### src/rtl/store_buffer.sv
`timescale 1ns/1ps
// Store buffer: circular FIFO of pending word stores draining to data memory, with load hit detection.
// Optional feature macro SB_FORWARD_EN: forward the youngest matching store to loads instead of stalling.
module store_buffer #(
  parameter int unsigned DEPTH = 4
) (
  input  logic        clk,
  input  logic        rst,
  input  logic        stWrEn,
  input  logic [31:0] stAddr,
  input  logic [31:0] stData,
  input  logic        ldRdEn,
  input  logic [31:0] ldAddr,
  input  logic [31:0] memDataOut,
  input  logic        memReady,
  output logic        memWriteEn,
  output logic [31:0] memAddress,
  output logic [31:0] memDataIn,
  output logic [31:0] memRdAddress,
  output logic [31:0] ldData,
  output logic        stall,
  output logic        full,
  output logic        empty
);

  localparam int unsigned AW  = (DEPTH > 1) ? $clog2(DEPTH) : 1;
  localparam int unsigned CW  = AW + 1;
  localparam int unsigned WAW = 30;
  localparam int unsigned DW  = 32;
  localparam logic [CW-1:0] DEPTH_C = CW'(DEPTH);

  logic [WAW-1:0] addr_q [DEPTH];
  logic [DW-1:0]  data_q [DEPTH];

  logic [AW-1:0] head_q, head_d;
  logic [AW-1:0] tail_q, tail_d;
  logic [CW-1:0] count_q, count_d;

  logic empty_c, full_c, push_c, drain_c;
  logic hit_c, ld_stall_c;
  logic [AW-1:0] idx_c;
`ifdef SB_FORWARD_EN
  logic [DW-1:0] fwd_data_c;
`endif

  // Address low bits select bytes within a word and play no part in matching.
  logic unused_c;
  assign unused_c = ^{stAddr[1:0], ldAddr[1:0]};

  // Occupancy and handshake; reset masks any push or drain in flight.
  always_comb begin
    empty_c = (count_q == '0);
    full_c  = (count_q == DEPTH_C);
    drain_c = !rst && !empty_c && memReady;
    push_c  = !rst && stWrEn && !full_c;
  end

  // Next-state pointers and count.
  always_comb begin
    head_d  = head_q;
    tail_d  = tail_q;
    count_d = count_q;
    if (drain_c) head_d = head_q + AW'(1);
    if (push_c)  tail_d = tail_q + AW'(1);
    if (push_c && !drain_c)      count_d = count_q + CW'(1);
    else if (!push_c && drain_c) count_d = count_q - CW'(1);
  end

  always_ff @(posedge clk) begin
    if (rst) begin
      head_q  <= '0;
      tail_q  <= '0;
      count_q <= '0;
    end else begin
      head_q  <= head_d;
      tail_q  <= tail_d;
      count_q <= count_d;
    end
  end

  // Entry storage carries no reset; validity comes from head/count alone.
  always_ff @(posedge clk) begin
    if (push_c) begin
      addr_q[tail_q] <= stAddr[31:2];
      data_q[tail_q] <= stData;
    end
  end

  // Scan oldest to youngest so the youngest match wins; the head being drained still counts.
  always_comb begin
    hit_c = 1'b0;
    idx_c = '0;
`ifdef SB_FORWARD_EN
    fwd_data_c = '0;
`endif
    for (int k = int'(DEPTH) - 1; k >= 0; k--) begin
      idx_c = tail_q - AW'(k) - AW'(1);
      if ((CW'(k) < count_q) && (addr_q[idx_c] == ldAddr[31:2])) begin
        hit_c = 1'b1;
`ifdef SB_FORWARD_EN
        fwd_data_c = data_q[idx_c];
`endif
      end
    end
  end

`ifdef SB_FORWARD_EN
  always_comb begin
    ld_stall_c = 1'b0;
    ldData     = '0;
    if (ldRdEn) ldData = hit_c ? fwd_data_c : memDataOut;
  end
`else
  // Without forwarding a hit waits until every matching store has reached memory.
  always_comb begin
    ld_stall_c = ldRdEn && hit_c;
    ldData     = '0;
    if (ldRdEn) ldData = memDataOut;
  end
`endif

  assign memWriteEn   = drain_c;
  assign memAddress   = {addr_q[head_q], 2'b00};
  assign memDataIn    = data_q[head_q];
  assign memRdAddress = {ldAddr[31:2], 2'b00};
  assign stall        = !rst && ((stWrEn && full_c) || ld_stall_c);
  assign full         = !rst && full_c;
  assign empty        = rst || empty_c;

endmodule

### config.mk
export PLATFORM = sky130hd
export DESIGN_NAME = store_buffer
export DESIGN_NICKNAME = d
export VERILOG_FILES = /design/src/rtl/store_buffer.sv
export SDC_FILE = /design/constraint.sdc
export NUM_CORES = 1
export LEC_CHECK = 0
export ABC_AREA = 0
export ABC_CLOCK_PERIOD_IN_PS = 4100
export BUFFER_PORTS_ARGS = -buffer_cell sky130_fd_sc_hd__buf_4
export CAP_MARGIN = 0
export CORE_AREA = 4 4 186 188
export CTS_BUF_LIST = sky130_fd_sc_hd__clkbuf_16
export DETAILED_ROUTE_END_ITERATION = 10
export DIE_AREA = 0 0 190 192
export GPL_ROUTABILITY_DRIVEN = 0
export MAX_ROUTING_LAYER = met4
export PLACE_DENSITY = 0.76
export SLEW_MARGIN = 40
export SYNTH_ARGS = -nofsm -noshare
export SYNTH_HDL_FRONTEND = slang
export SYNTH_SLANG_ARGS = --single-unit
### constraint.sdc
create_clock -name clk -period 4.1 [get_ports clk]
set_input_delay 0.615 -clock clk [delete_from_list [all_inputs] [get_ports clk]]
set_output_delay 0.615 -clock clk [all_outputs]
set_load 0.05 [all_outputs]
==> impl_metrics.csv, run 1 <==
group,metric,value,unit
run_status,outcome,"completed",
drt,ant_nets,0,
yosys,syn_avg_cell_area,16.0,sq um
critical_path,crit_arrival,3.34,ns
global_routing,track_usage,0.211,
critical_path,critical_path.cell_chain,"inv_2 > ha_4 > buf_4 > mux4_2 > xor2_1 > a2111oi_2 > nand4_1 > or4_4 > nand3_4 > buf_6",
drt,drt_pass1_iterations,5,
timing,hold_viol,0,
die,initial_core_util,0.443,
die,fp.dieH,192,um
placed_design,dp_hpwl,26800,um
timing,fin_tns_setup,0,ns
die,core_area,0.0331,sq mm
global_routing,grt_pass1_vias,9266,
critical_path,cp-end-kind,"output port",
critical_path,slowest_stage,"or4_4",
placed_design,dp_slack,0.475,ns
timing,slew_headroom,0.489,
yosys,synth_common_cells,"edfxtp_1, mux4_2, mux2i_1",
cts,numCtsBuffers,28,
finish,antenna_cells,0,
cts,cts_tree,"yes",
power_and_ir_drop,p_leak,6.21,nW
critical_path,rrSetupSlack,1.48,ns
yosys,synth_area,0.0147,sq mm
drt,routed_wl,38800,um
drt,drt_first_iter_violations,716,
finish,layout-drive-gt1-share,0.440,
finish,fillers,2601,
drt,vias,9115,
critical_path,required,3.48,ns
critical_path,cp.depth,10,
cts,clock_sinks,257,
timing,hold_ws,0.236,ns
global_routing,grt_max_degree,63,
yosys,yosys-top-cells-area,"edfxtp_1, mux4_2, mux2i_1",
timing,fmax,0.253,GHz
cts,cts-root-buf,"clkbuf_16",
yosys,synth_edf_count,248,
timing,worst_slew_pin_slew,0.766,ns
timing,finalClockSkew,0.0312,ns
timing,fin_crit,3.95,ns
critical_path,worst-path-buf-inv,3,
critical_path,crit_family,"simple AND/OR/NAND/NOR gates",
yosys,yosysTopAreaCell,"edfxtp_1",
timing,finalCritPeriodShare,0.963,
timing,slew_viol_final,0,
placed_design,io_buffers,256,
yosys,async_flop_share,0,
yosys,ys_seq_elements,257,
hold_path,holdPathStages,1,
power_and_ir_drop,powerDensity,498,mW/mm^2
cts,cts.clk_slew.worst_paths,0.06,ns
die,die_w,190,um
critical_path,crit_type,"flop to output port",
yosys,synth_flop_cell,"edfxtp_1",
yosys,yosysTopAreaCellShare,0.508,
cts,clock_path_buffers,3,
drt,drc_errors,0,
yosys,yosys_warnings,0,
flow_run,drv_cap,0,
global_routing,grt-ovfl-total,0,
timing,rsz0062_at_grt,"false",
timing,setup_viol,0,
finish,nNetsFinal,1277,
yosys,synth.distinct_cells,43,
yosys,synth-seq-area-share,0.520,
yosys,yosysMostFrequentCell,"edfxtp_1",
power_and_ir_drop,ir_drop,0.000373,V
die,dieArea,0.0365,sq mm
timing,final.setup.worst_slack,0.150,ns
drt,wire_per_inst,24.2,um
critical_path,cp_slowest_stage_delay,0.57,ns
finish,area_growth,23.6,%
cts,clk_latency,0.58,ns
critical_path,crit_path_start_kind,"flop",
die,io-pin-count,265,
drt,vias_per_cell,5.68,
critical_path,rr_worst_depth,7,
global_routing,grt_antenna_before_repair,0,
critical_path,crit_fanout,8,
global_routing,grt_first_pass_wirelength,57100,um
yosys,synth_cells,914,
hold_path,hold_class,"primary input to flop",
die,fp-row-count,67,
finish,final_util,0.547,
cts,htreeDepth,1,
[path summary, 6_finish.rpt]
kind	from	endpoint
max	tail_q[0]$_SDFFE_PP0P_	stall
min	stData[2]	data_q[1][2]$_DFFE_PP_
max reg2reg	count_q[0]$_SDFFE_PP0P_	addr_q[1][2]$_DFFE_PP_
min reg2reg	count_q[2]$_SDFFE_PP0P_	count_q[2]$_SDFFE_PP0P_
[final cells by class]
| cell class | count | area [sq um] | share of cell area |
|---|---|---|---|
| Sequential cell | 257 | 7640 | 0.422 |
| Multi-Input combinational cell | 541 | 6430 | 0.355 |
| Timing Repair Buffer | 298 | 2530 | 0.140 |
| Clock buffer | 28 | 701 | 0.0387 |
| Tap cell | 448 | 561 | 0.0310 |
| Clock inverter | 24 | 213 | 0.0117 |
| Inverter | 9 | 33.8 | 0.00187 |
[layout by cell type, fill, tap and decap left out, drive strengths merged, types with 6 or more instances in the layout]
cell,synthesis,layout
xor2,50,50
xnor2,90,90
mux2i,91,91
nand4,20,20
nor2,14,14
mux4,133,133
clkbuf,31,33
buf,79,291
nand2,10,10
nor4,14,14
nand3,6,6
clkinv,0,19
inv,9,11
a21oi,9,9
mux2,18,18
ha,9,9
edfxtp,248,248
dfxtp,9,9
and2,36,36
[report_power, final]
group	internal, W	total, W	switching, W	leakage [nW]
logic	0.00152	0.00339	0.00186	3.44
registers	0.00304	0.00315	0.000115	2.33
clock network	0.00144	0.00248	0.00104	0.450
[sequential cells by signal, indices dropped and copies added, names as in the netlist, named ones only]
register / flops
tail_q: 2
data_q: 128
count_q: 3
head_q: 2
addr_q: 120
[cells by family after synthesis]
logic type | Yosys count | synth area share
simple gates | 109 | 0.0420
compound gates | 37 | 0.0184
flops | 257 | 0.520
fa+ha+maj | 9 | 0.00768
mux | 242 | 0.280
xor+xnor | 140 | 0.0837
other cells | 1 | 0.000256
buf+inv | 119 | 0.0471
[through the flow]
stage	std cells	total power (W)	instance area (sq um)
5_1_grt	1605	0.00937	18100
3_3_place_gp	1533	0.00633	16800
6_report	1605	0.00901	18100
2_1_floorplan	917	0.00554	14700
4_1_cts	1590	0.00892	17800
3_5_place_dp	1533	0.00637	16800
[timing repair]
action                     CTS  global route
gates cloned                 2             5
gates resized for setup      4            16
setup buffers                3            10
pin swaps                    1             2
hold buffers                 0             0
setup endpoints to repair    1             1
[metal layers]
metal	routed length, um	part of all wire	vias up	track usage
met2	19100	0.49	393	0.337
li1	-	-	4029	-
met5	0	0	-	-
met4	923	0.024	0	0.0445
met3	3400	0.088	57	0.0607
met1	15400	0.40	4636	0.273
(Power assumes the default switching activity.)
==> inputs of run 2 (changes only) <==
RECOVER_POWER = 25   (was default)
==> run 2 against run 1 <==
Net effect: register-to-register slack barely moved; power about the same; sequential cell count did not move; worst hold slack gained 0.0083 ns; clock power is essentially flat; largest cell class unchanged; largest power group unchanged.
==> impl_metrics.csv, run 2 (synthesis gave the netlist of run 1 again) <==
group,metric,value,unit
power_and_ir_drop,powerDensity,502,mW/mm^2
die,fp.dieH,192,um
die,initial_core_util,0.443,
power_and_ir_drop,ir_drop,0.000374,V
die,io-pin-count,265,
drt,vias,9097,
timing,slew_headroom,0.487,
global_routing,grt-ovfl-total,0,
critical_path,required,3.48,ns
timing,setup_viol,0,
cts,htreeDepth,1,
drt,ant_nets,0,
timing,finalCritPeriodShare,0.968,
hold_path,hold_class,"primary input to flop",
drt,dr.max_layer_used,"met4",
critical_path,crit_fanout,8,
finish,top_register,"data_q",
cts,clk_latency,0.58,ns
cts,hold_buffers,0,
timing,finalClockSkew,0.0307,ns
finish,nNetsFinal,1277,
global_routing,grt_pass1_vias,9266,
power_and_ir_drop,p_leak,6.06,nW
timing,final.setup.worst_slack,0.132,ns
cts,clock_path_buffers,3,
timing,hold_ws,0.244,ns
drt,drt-met1-wl,15300,um
finish,area_growth,22.5,%
finish,stdcell_area,0.0180,sq mm
placed_design,io_buffers,256,
cts,cts.clk_slew.worst_paths,0.06,ns
critical_path,crit_type,"flop to output port",
timing,fin_crit,3.97,ns
flow_run,drv_cap,0,
timing,rsz0062_at_grt,"false",
drt,drt_pass1_iterations,5,
finish,largest_register_ffs,128,
placed_design,dp_hpwl,26800,um
drt,met2WireLength,19100,um
critical_path,crit_arrival,3.35,ns
drt,dr_wl_met3,3530,um
global_routing,grt_max_degree,63,
global_routing,track_usage,0.211,
timing,hold_viol,0,
global_routing,grt_antenna_before_repair,1,
drt,wire_per_inst,24.2,um
cts,clock_sinks,257,
drt,drc_errors,0,
die,die_w,190,um
die,core_area,0.0331,sq mm
critical_path,cp-end-kind,"output port",
timing,slew_viol_final,0,
timing,fmax,0.252,GHz
placed_design,dp_slack,0.475,ns
critical_path,crit_path_start_kind,"flop",
drt,vias_per_cell,5.66,
finish,layout_commonest_cell,"edfxtp_1",
cts,cts-root-buf,"clkbuf_16",
drt,routed_wl,38900,um
cts,numCtsBuffers,28,
drt,drt_first_iter_violations,697,
run_status,outcome,"completed",
placed_design,placed_cell_area,0.0168,sq mm
finish,layout-drive-gt1-share,0.404,
timing,worst_slew_pin_slew,0.770,ns
timing,fin_tns_setup,0,ns
finish,final_cell_mix,"edfxtp_1, buf_4, mux4_2, mux2i_1, xnor2_1",
global_routing,grt_first_pass_wirelength,57100,um
die,fp-row-count,67,
finish,largestRegisters,"data_q: 128 flops, addr_q: 120 flops, count_q: 3 flops",
cts,cts_tree,"yes",
die,dieArea,0.0365,sq mm
power_and_ir_drop,fin_total_pwr,0.00900,W
run 2: report_power, final:
part	internal [W]	switching [W]
clock	0.00144	0.00105
sequential	0.00304	0.000116
combinational	0.00151	0.00186
run 2: stage by stage:
stage,instances,utilization
2_1_floorplan,917,-
3_3_place_gp,1533,0.508
3_5_place_dp,1533,0.508
4_1_cts,1590,0.539
5_1_grt,1606,0.542
6_report,1606,0.542
run 2: worst max-delay path: stages (launching register included):
cell and delay [ns]:
dfxtp_4 0.38, inv_2 0.07, ha_4 0.36, buf_4 0.16, mux4_2 0.30, xor2_1 0.19
a2111oi_2 0.36, nand4_1 0.14, or4_4 0.56, nand3_4 0.11, buf_6 0.16
run 2: repair_timing:
action / in CTS / in global routing
buffers inserted: 3 / 10
setup endpoints to repair: 1 / 1
pin swaps: 1 / 2
cloned: 2 / 5
gates resized for setup: 4 / 16
run 2: worst paths after layout:
| check | startpoint | endpoint | cells after the start | slack, ns |
|---|---|---|---|---|
| max reg2reg | count_q[0]$_SDFFE_PP0P_ | addr_q[1][2]$_DFFE_PP_ | 7 | 1.48 |
| max | tail_q[0]$_SDFFE_PP0P_ | stall | 10 | 0.13 |
| min | stAddr[2] | addr_q[0][0]$_DFFE_PP_ | 1 | 0.24 |
| min reg2reg | count_q[2]$_SDFFE_PP0P_ | count_q[2]$_SDFFE_PP0P_ | 2 | 0.53 |
run 2: final cells by class:
class | count | area (sq um)
Fill cell | 2649 | 15200
Sequential cell | 257 | 7640
Multi-Input combinational cell | 541 | 6430
Timing Repair Buffer | 298 | 2380
Clock buffer | 28 | 701
Tap cell | 448 | 561
Clock inverter | 24 | 213
Inverter | 9 | 33.8
Antenna cell | 1 | 2.50
run 2: metal layers:
| metal | GRT usage | vias to the layer above |
|---|---|---|
| met5 | - | - |
| met4 | 0.0445 | 0 |
| met3 | 0.0607 | 51 |
| met2 | 0.337 | 404 |
| met1 | 0.273 | 4613 |
| li1 | - | 4029 |
